<file path="src/rtl/i2c_bus_arbiter_if.sv">
// i2c_bus_arbiter_if: requester-side and i2c_controller-side signals of the bus arbiter.
interface i2c_bus_arbiter_if #(
    parameter int NUM_REQ = 4
);
    logic [NUM_REQ-1:0]   req_in;
    logic [7*NUM_REQ-1:0] req_addr_in;
    logic [NUM_REQ-1:0]   req_rw_in;
    logic [8*NUM_REQ-1:0] req_cmd_in;
    logic [8*NUM_REQ-1:0] req_data_in;
    logic [NUM_REQ-1:0]   grant_out;
    logic [NUM_REQ-1:0]   done_out;
    logic                 err_out;
    logic [7:0]           rdata_out;
    logic                 busy_out;
    logic                 i2c_start_out;
    logic [6:0]           i2c_addr_out;
    logic                 i2c_rw_out;
    logic [7:0]           i2c_cmd_out;
    logic [7:0]           i2c_data_out;
    logic [7:0]           i2c_data_in;
    logic                 i2c_valid_in;

    modport slave (
        input  req_in, req_addr_in, req_rw_in, req_cmd_in, req_data_in, i2c_data_in, i2c_valid_in,
        output grant_out, done_out, err_out, rdata_out, busy_out,
               i2c_start_out, i2c_addr_out, i2c_rw_out, i2c_cmd_out, i2c_data_out
    );

    modport master (
        output req_in, req_addr_in, req_rw_in, req_cmd_in, req_data_in, i2c_data_in, i2c_valid_in,
        input  grant_out, done_out, err_out, rdata_out, busy_out,
               i2c_start_out, i2c_addr_out, i2c_rw_out, i2c_cmd_out, i2c_data_out
    );
endinterface

</file>
<file path="src/rtl/i2c_bus_arbiter.sv">
// i2c_bus_arbiter: round-robin sharing of one i2c_controller among NUM_REQ requesters,
// one start per grant, with a watchdog that aborts a transaction lacking data_valid.
module i2c_bus_arbiter #(
    parameter int NUM_REQ        = 4,
    parameter int TIMEOUT_CYCLES = 200_000
) (
    input logic              clk_in,
    input logic              rst_in,
    i2c_bus_arbiter_if.slave bus
);
    localparam int IW = $clog2(NUM_REQ);
    localparam int TW = $clog2(TIMEOUT_CYCLES);

    typedef enum logic [1:0] {IDLE, ISSUE, WAIT, RELEASE} state_t;

    state_t             state_q;
    logic [IW-1:0]      ptr_q, win, idx;
    logic               found;
    logic [TW-1:0]      timer_q;
    logic [NUM_REQ-1:0] grant_q, done_q;
    logic               err_q, busy_q, start_q, rw_q;
    logic [6:0]         addr_q;
    logic [7:0]         cmd_q, data_q, rdata_q;
    logic [6:0]         addr_a [NUM_REQ];
    logic [7:0]         cmd_a  [NUM_REQ];
    logic [7:0]         data_a [NUM_REQ];

    for (genvar g = 0; g < NUM_REQ; g++) begin : g_split
        assign addr_a[g] = bus.req_addr_in[7*g +: 7];
        assign cmd_a[g]  = bus.req_cmd_in[8*g +: 8];
        assign data_a[g] = bus.req_data_in[8*g +: 8];
    end

    // Scan from the far end back toward ptr so the closest requester wins last.
    always_comb begin
        win   = '0;
        idx   = '0;
        found = 1'b0;
        for (int k = NUM_REQ - 1; k >= 0; k--) begin
            idx = IW'((int'(ptr_q) + k) % NUM_REQ);
            if (bus.req_in[idx]) begin
                win   = idx;
                found = 1'b1;
            end
        end
    end

    always_ff @(posedge clk_in) begin
        if (rst_in) begin
            state_q <= IDLE;
            ptr_q   <= '0;
            timer_q <= '0;
            grant_q <= '0;
            done_q  <= '0;
            err_q   <= 1'b0;
            busy_q  <= 1'b0;
            start_q <= 1'b0;
            rw_q    <= 1'b0;
            addr_q  <= '0;
            cmd_q   <= '0;
            data_q  <= '0;
            rdata_q <= '0;
        end else begin
            case (state_q)
                IDLE: if (found) begin
                    grant_q <= NUM_REQ'(1) << win;
                    addr_q  <= addr_a[win];
                    rw_q    <= bus.req_rw_in[win];
                    cmd_q   <= cmd_a[win];
                    data_q  <= data_a[win];
                    ptr_q   <= (win == IW'(NUM_REQ - 1)) ? '0 : win + 1'b1;
                    busy_q  <= 1'b1;
                    state_q <= ISSUE;
                end
                ISSUE: begin
                    start_q <= 1'b1;
                    timer_q <= '0;
                    state_q <= WAIT;
                end
                WAIT: begin
                    start_q <= 1'b0;
                    timer_q <= timer_q + 1'b1;
                    if (bus.i2c_valid_in) begin
                        rdata_q <= bus.i2c_data_in;
                        done_q  <= grant_q;
                        state_q <= RELEASE;
                    end else if (timer_q == TW'(TIMEOUT_CYCLES - 1)) begin
                        done_q  <= grant_q;
                        err_q   <= 1'b1;
                        state_q <= RELEASE;
                    end
                end
                RELEASE: begin
                    grant_q <= '0;
                    done_q  <= '0;
                    err_q   <= 1'b0;
                    busy_q  <= 1'b0;
                    state_q <= IDLE;
                end
                default: state_q <= IDLE;
            endcase
        end
    end

    assign bus.grant_out     = grant_q;
    assign bus.done_out      = done_q;
    assign bus.err_out       = err_q;
    assign bus.rdata_out     = rdata_q;
    assign bus.busy_out      = busy_q;
    assign bus.i2c_start_out = start_q;
    assign bus.i2c_addr_out  = addr_q;
    assign bus.i2c_rw_out    = rw_q;
    assign bus.i2c_cmd_out   = cmd_q;
    assign bus.i2c_data_out  = data_q;
endmodule

</file>
<file path="src/flat_wrapper.sv">
// flat-port wrapper written by rule: the top's interface ports become plain ports
module i2c_bus_arbiter_flat 
#(
    parameter int NUM_REQ        = 4,
    parameter int TIMEOUT_CYCLES = 200_000
)
  (clk_in, rst_in, bus_req_in, bus_req_addr_in, bus_req_rw_in, bus_req_cmd_in, bus_req_data_in, bus_i2c_data_in, bus_i2c_valid_in, bus_grant_out, bus_done_out, bus_err_out, bus_rdata_out, bus_busy_out, bus_i2c_start_out, bus_i2c_addr_out, bus_i2c_rw_out, bus_i2c_cmd_out, bus_i2c_data_out);
  i2c_bus_arbiter_if #(.NUM_REQ(NUM_REQ)) bus_i ();
  input logic clk_in;
  input logic rst_in;
  input wire logic [$bits(bus_i.req_in)-1:0] bus_req_in;
  input wire logic [$bits(bus_i.req_addr_in)-1:0] bus_req_addr_in;
  input wire logic [$bits(bus_i.req_rw_in)-1:0] bus_req_rw_in;
  input wire logic [$bits(bus_i.req_cmd_in)-1:0] bus_req_cmd_in;
  input wire logic [$bits(bus_i.req_data_in)-1:0] bus_req_data_in;
  input wire logic [$bits(bus_i.i2c_data_in)-1:0] bus_i2c_data_in;
  input wire logic [$bits(bus_i.i2c_valid_in)-1:0] bus_i2c_valid_in;
  output wire logic [$bits(bus_i.grant_out)-1:0] bus_grant_out;
  output wire logic [$bits(bus_i.done_out)-1:0] bus_done_out;
  output wire logic [$bits(bus_i.err_out)-1:0] bus_err_out;
  output wire logic [$bits(bus_i.rdata_out)-1:0] bus_rdata_out;
  output wire logic [$bits(bus_i.busy_out)-1:0] bus_busy_out;
  output wire logic [$bits(bus_i.i2c_start_out)-1:0] bus_i2c_start_out;
  output wire logic [$bits(bus_i.i2c_addr_out)-1:0] bus_i2c_addr_out;
  output wire logic [$bits(bus_i.i2c_rw_out)-1:0] bus_i2c_rw_out;
  output wire logic [$bits(bus_i.i2c_cmd_out)-1:0] bus_i2c_cmd_out;
  output wire logic [$bits(bus_i.i2c_data_out)-1:0] bus_i2c_data_out;
  assign bus_i.req_in = bus_req_in;
  assign bus_i.req_addr_in = bus_req_addr_in;
  assign bus_i.req_rw_in = bus_req_rw_in;
  assign bus_i.req_cmd_in = bus_req_cmd_in;
  assign bus_i.req_data_in = bus_req_data_in;
  assign bus_i.i2c_data_in = bus_i2c_data_in;
  assign bus_i.i2c_valid_in = bus_i2c_valid_in;
  assign bus_grant_out = bus_i.grant_out;
  assign bus_done_out = bus_i.done_out;
  assign bus_err_out = bus_i.err_out;
  assign bus_rdata_out = bus_i.rdata_out;
  assign bus_busy_out = bus_i.busy_out;
  assign bus_i2c_start_out = bus_i.i2c_start_out;
  assign bus_i2c_addr_out = bus_i.i2c_addr_out;
  assign bus_i2c_rw_out = bus_i.i2c_rw_out;
  assign bus_i2c_cmd_out = bus_i.i2c_cmd_out;
  assign bus_i2c_data_out = bus_i.i2c_data_out;
  i2c_bus_arbiter #(.NUM_REQ(NUM_REQ), .TIMEOUT_CYCLES(TIMEOUT_CYCLES)) u_core (.clk_in(clk_in), .rst_in(rst_in), .bus(bus_i));
endmodule
</file>
<file path="config.mk">
export PLATFORM = sky130hd
export DESIGN_NAME = i2c_bus_arbiter_flat
export DESIGN_NICKNAME = d
export VERILOG_FILES = /design/src/rtl/i2c_bus_arbiter_if.sv /design/src/rtl/i2c_bus_arbiter.sv /design/src/flat_wrapper.sv
export SDC_FILE = /design/constraint.sdc
export NUM_CORES = 1
export LEC_CHECK = 0
export CORE_ASPECT_RATIO = 0.75
export CORE_MARGIN = 1
export CORE_UTILIZATION = 39
export CTS_BUF_LIST = sky130_fd_sc_hd__clkbuf_4 sky130_fd_sc_hd__clkbuf_8
export DETAILED_ROUTE_END_ITERATION = 10
export PLACE_DENSITY = 0.83
export SETUP_SLACK_MARGIN = 0.3
export SYNTH_ARGS = -nofsm -noshare
export SYNTH_HDL_FRONTEND = slang
export SYNTH_SLANG_ARGS = --single-unit
</file>
<file path="constraint.sdc">
create_clock -name clk_in -period 2.94 [get_ports clk_in]
set_input_delay 0.441 -clock clk_in [delete_from_list [all_inputs] [get_ports clk_in]]
set_output_delay 0.441 -clock clk_in [all_outputs]
set_load 0.01 [all_outputs]
</file>
==> impl_metrics.tcl <==
set metrics [dict create \
    outcome "finished, final reports clean" \
    arrival_ns 2.49 \
    comb_power_share 0.449 \
    setup_slack_ns 0.670 \
    numCtsBuffers 9 \
    pin_count 154 \
    ys_seq_elements 65 \
    viasPerCell 5.09 \
    synth_nets 470 \
    die_h_um 80.2 \
    netlist_instances 354 \
    initial_core_util 0.403 \
    grt_pass1_vias 3036 \
    powerDensity_nw_per_um2 723 \
    synth_top_family_by_area "simple AND/OR/NAND/NOR gates" \
    dp_hpwl_mm 6.92 \
    hold_buffers 0 \
    multi_input_area_um2 1760 \
    post_cts_buffers 0 \
    layout.nets 623 \
    synth-compound-area-share 0.145 \
    antenna_cells 0 \
    synth_edf_count 0 \
    grt-ovfl-total 0 \
    drv_slew 0 \
    pwr-share-seq 0.335 \
    root_buffer "clkbuf_8" \
    antenna_found_initial 0 \
    critPathKind "reg -> reg" \
    rsz0062_at_grt "no" \
    clk_path_buf_depth 2 \
    coreArea_um2 7880 \
    yosys.area_share.adder 0.0197 \
    dp_slack_ns 0.318 \
    ys_seq_area_frac 0.410 \
    cts_tree "built" \
    tns_ns 0 \
    hold_path.class "reg -> reg" \
    drt_iter0_drc 146 \
    async_flop_share 0 \
    h-tree-depth 3 \
    wire_per_inst_um 15.0 \
    syn2layout_area_growth_pct 58.7 \
    port_buffers 153 \
    grt_pass1_wl_mm 14.5 \
    worstMarginPinSlew_ns 0.652 \
    die_w_um 106 \
    ant_nets 0 \
    drive_gt1_frac 0.0566 \
    ir_drop_uv 434 \
    cts.sinks 65 \
    path_max_fanout 11 \
    ys_warn_count 0 \
    drt-pass1-iter-count 5 \
    via_count 3142 \
    p_sw_mw 1.30 \
    dieArea_um2 8510 \
    cts.reportedPaths.clkPinSlew_ns 0.08 \
    drt-total-wl_mm 9.28 \
    gp_congestion 0.810 \
    grt_max_degree 34 \
    finalHoldViolCount 0 \
    internal-power_mw 2.35 \
    clk_latency_ns 0.35 \
    synth_xor_area_frac 0.0441 \
    regArea_um2 1300 \
    max_freq_ghz 0.440 \
    end_kind "flip-flop" \
    drc 0 \
    p_sw_frac 0.356 \
    synth_flop_cell "dfxtp_1" \
    synth.avg_cell_area_um2 8.97 \
    synthSimpleGateAreaFrac 0.193 \
    slew_headroom 0.559 \
    core.rowCount 28 \
    drv_cap 0 \
    layout_common_cells "153 x clkdlybuf4s50_1, 65 x dfxtp_1, 47 x mux2i_1" \
    pwr-share-clk 0.215 \
    setup_viol 0 \
    synth_area_um2 3180 \
    p_leak_nw 1.97 \
    grt_usage 0.216 \
    ctsResizeCount 0 \
    skew_ns 0.0164 \
    fillers 651 \
    cp-start-kind "flip-flop" \
    period_share 0.772 \
    post-route-min-period_ns 2.27 \
    synth.distinct_cells 39 \
    yosys-mux-area-fraction 0.148 \
    layout_commonest_cell "clkdlybuf4s50_1" \
    worstPathRequired_ns 3.16 \
]
==> stage by stage <==
| stage | power (mW) | utilization | hold slack (ns) | area [µm²] | cells |
|---|---|---|---|---|---|
| CTS | 3.66 | 0.640 | 0.456 | 5040 | 617 |
| global route | 3.86 | 0.640 | 0.480 | 5040 | 617 |
| floorplan | 2.13 | - | 0.462 | 3180 | 354 |
| detailed placement | 2.87 | 0.614 | 0.445 | 4840 | 601 |
| finish | 3.65 | 0.640 | 0.455 | 5040 | 617 |
| global placement | 2.84 | 0.614 | 0.440 | 4840 | 601 |
==> kinds of logic after synthesis <==
logic type | after synthesis
mux | 47
flops | 65
fa+ha+maj | 5
xor+xnor | 16
simple gates | 129
buf+inv | 31
compound gates | 61
==> critical path, stage by stage (launching register included) <==
cell     delay (ns)
dfxtp_1        0.36
inv_1          0.07
ha_1           0.48
nand4_1        0.25
nor3_1         0.56
nand4_1        0.20
xor2_1         0.17
nor2_1         0.05
==> cell usage after synthesis, types with 2 or more instances <==
| cell | n | area [µm²] |
|---|---|---|
| a211oi_1 | 4 | 30.0 |
| a21oi_1 | 14 | 70.1 |
| a32oi_1 | 3 | 26.3 |
| and3_1 | 2 | 12.5 |
| buf_2 | 8 | 40.0 |
| clkbuf_1 | 11 | 41.3 |
| dfxtp_1 | 65 | 1300 |
| ha_1 | 5 | 62.6 |
| inv_1 | 12 | 45.0 |
| mux2i_1 | 47 | 470 |
| nand2_1 | 45 | 169 |
| nand2b_1 | 10 | 62.6 |
| nand3_1 | 13 | 65.1 |
| nand4_1 | 6 | 37.5 |
| nor2_1 | 33 | 124 |
| nor2b_1 | 5 | 31.3 |
| nor3_1 | 2 | 10.0 |
| nor4_1 | 5 | 31.3 |
| o21a_1 | 2 | 15.0 |
| o21ai_0 | 3 | 15.0 |
| o221ai_1 | 23 | 201 |
| o32ai_1 | 4 | 35.0 |
| or3_1 | 2 | 12.5 |
| xnor2_1 | 6 | 52.6 |
| xor2_1 | 10 | 87.6 |
==> layer usage <==
layer	track usage	part of all wire
met5	0	0
met4	0.0764	0.016
met3	0.0584	0.050
met2	0.347	0.50
met1	0.277	0.43
==> registers in the layout (all words and copies together) (netlist names), 4 cells and up <==
signal                   flops
u_core.timer_q              18
u_core.bus.grant_out         4
u_core.bus.i2c_data_out      8
u_core.bus.i2c_cmd_out       8
u_core.bus.done_out          4
u_core.bus.rdata_out         8
u_core.bus.i2c_addr_out      7
==> path summary, 6_finish.rpt <==
check / from / end / depth (start not counted) / slack (ns)
min reg2reg: u_core.bus.rdata_out[2] / u_core.bus.rdata_out[2] / 2 / 0.46
max reg2reg: u_core.state_q[1] / u_core.timer_q[17] / 7 / 0.67
max: u_core.state_q[1] / u_core.timer_q[17] / 7 / 0.67
min: u_core.bus.rdata_out[2] / u_core.bus.rdata_out[2] / 2 / 0.46
==> power by group through the flow <==
stage	clock network (mW)	logic (mW)	registers [mW]
finish	0.786	1.64	1.22
global route	0.847	1.77	1.25
global placement	0	1.61	1.23
CTS	0.799	1.64	1.22
floorplan	0	0.825	1.31
detailed placement	0	1.63	1.24
==> area by class of cell <==
type,count,share of cell area
Inverter,12,0.00893
Timing Repair Buffer,161,0.318
Multi-Input combinational cell,258,0.348
Sequential cell,65,0.258
Clock inverter,6,0.0132
Clock buffer,10,0.0273
Tap cell,105,0.0261
Power figures use the tool's default switching activity.
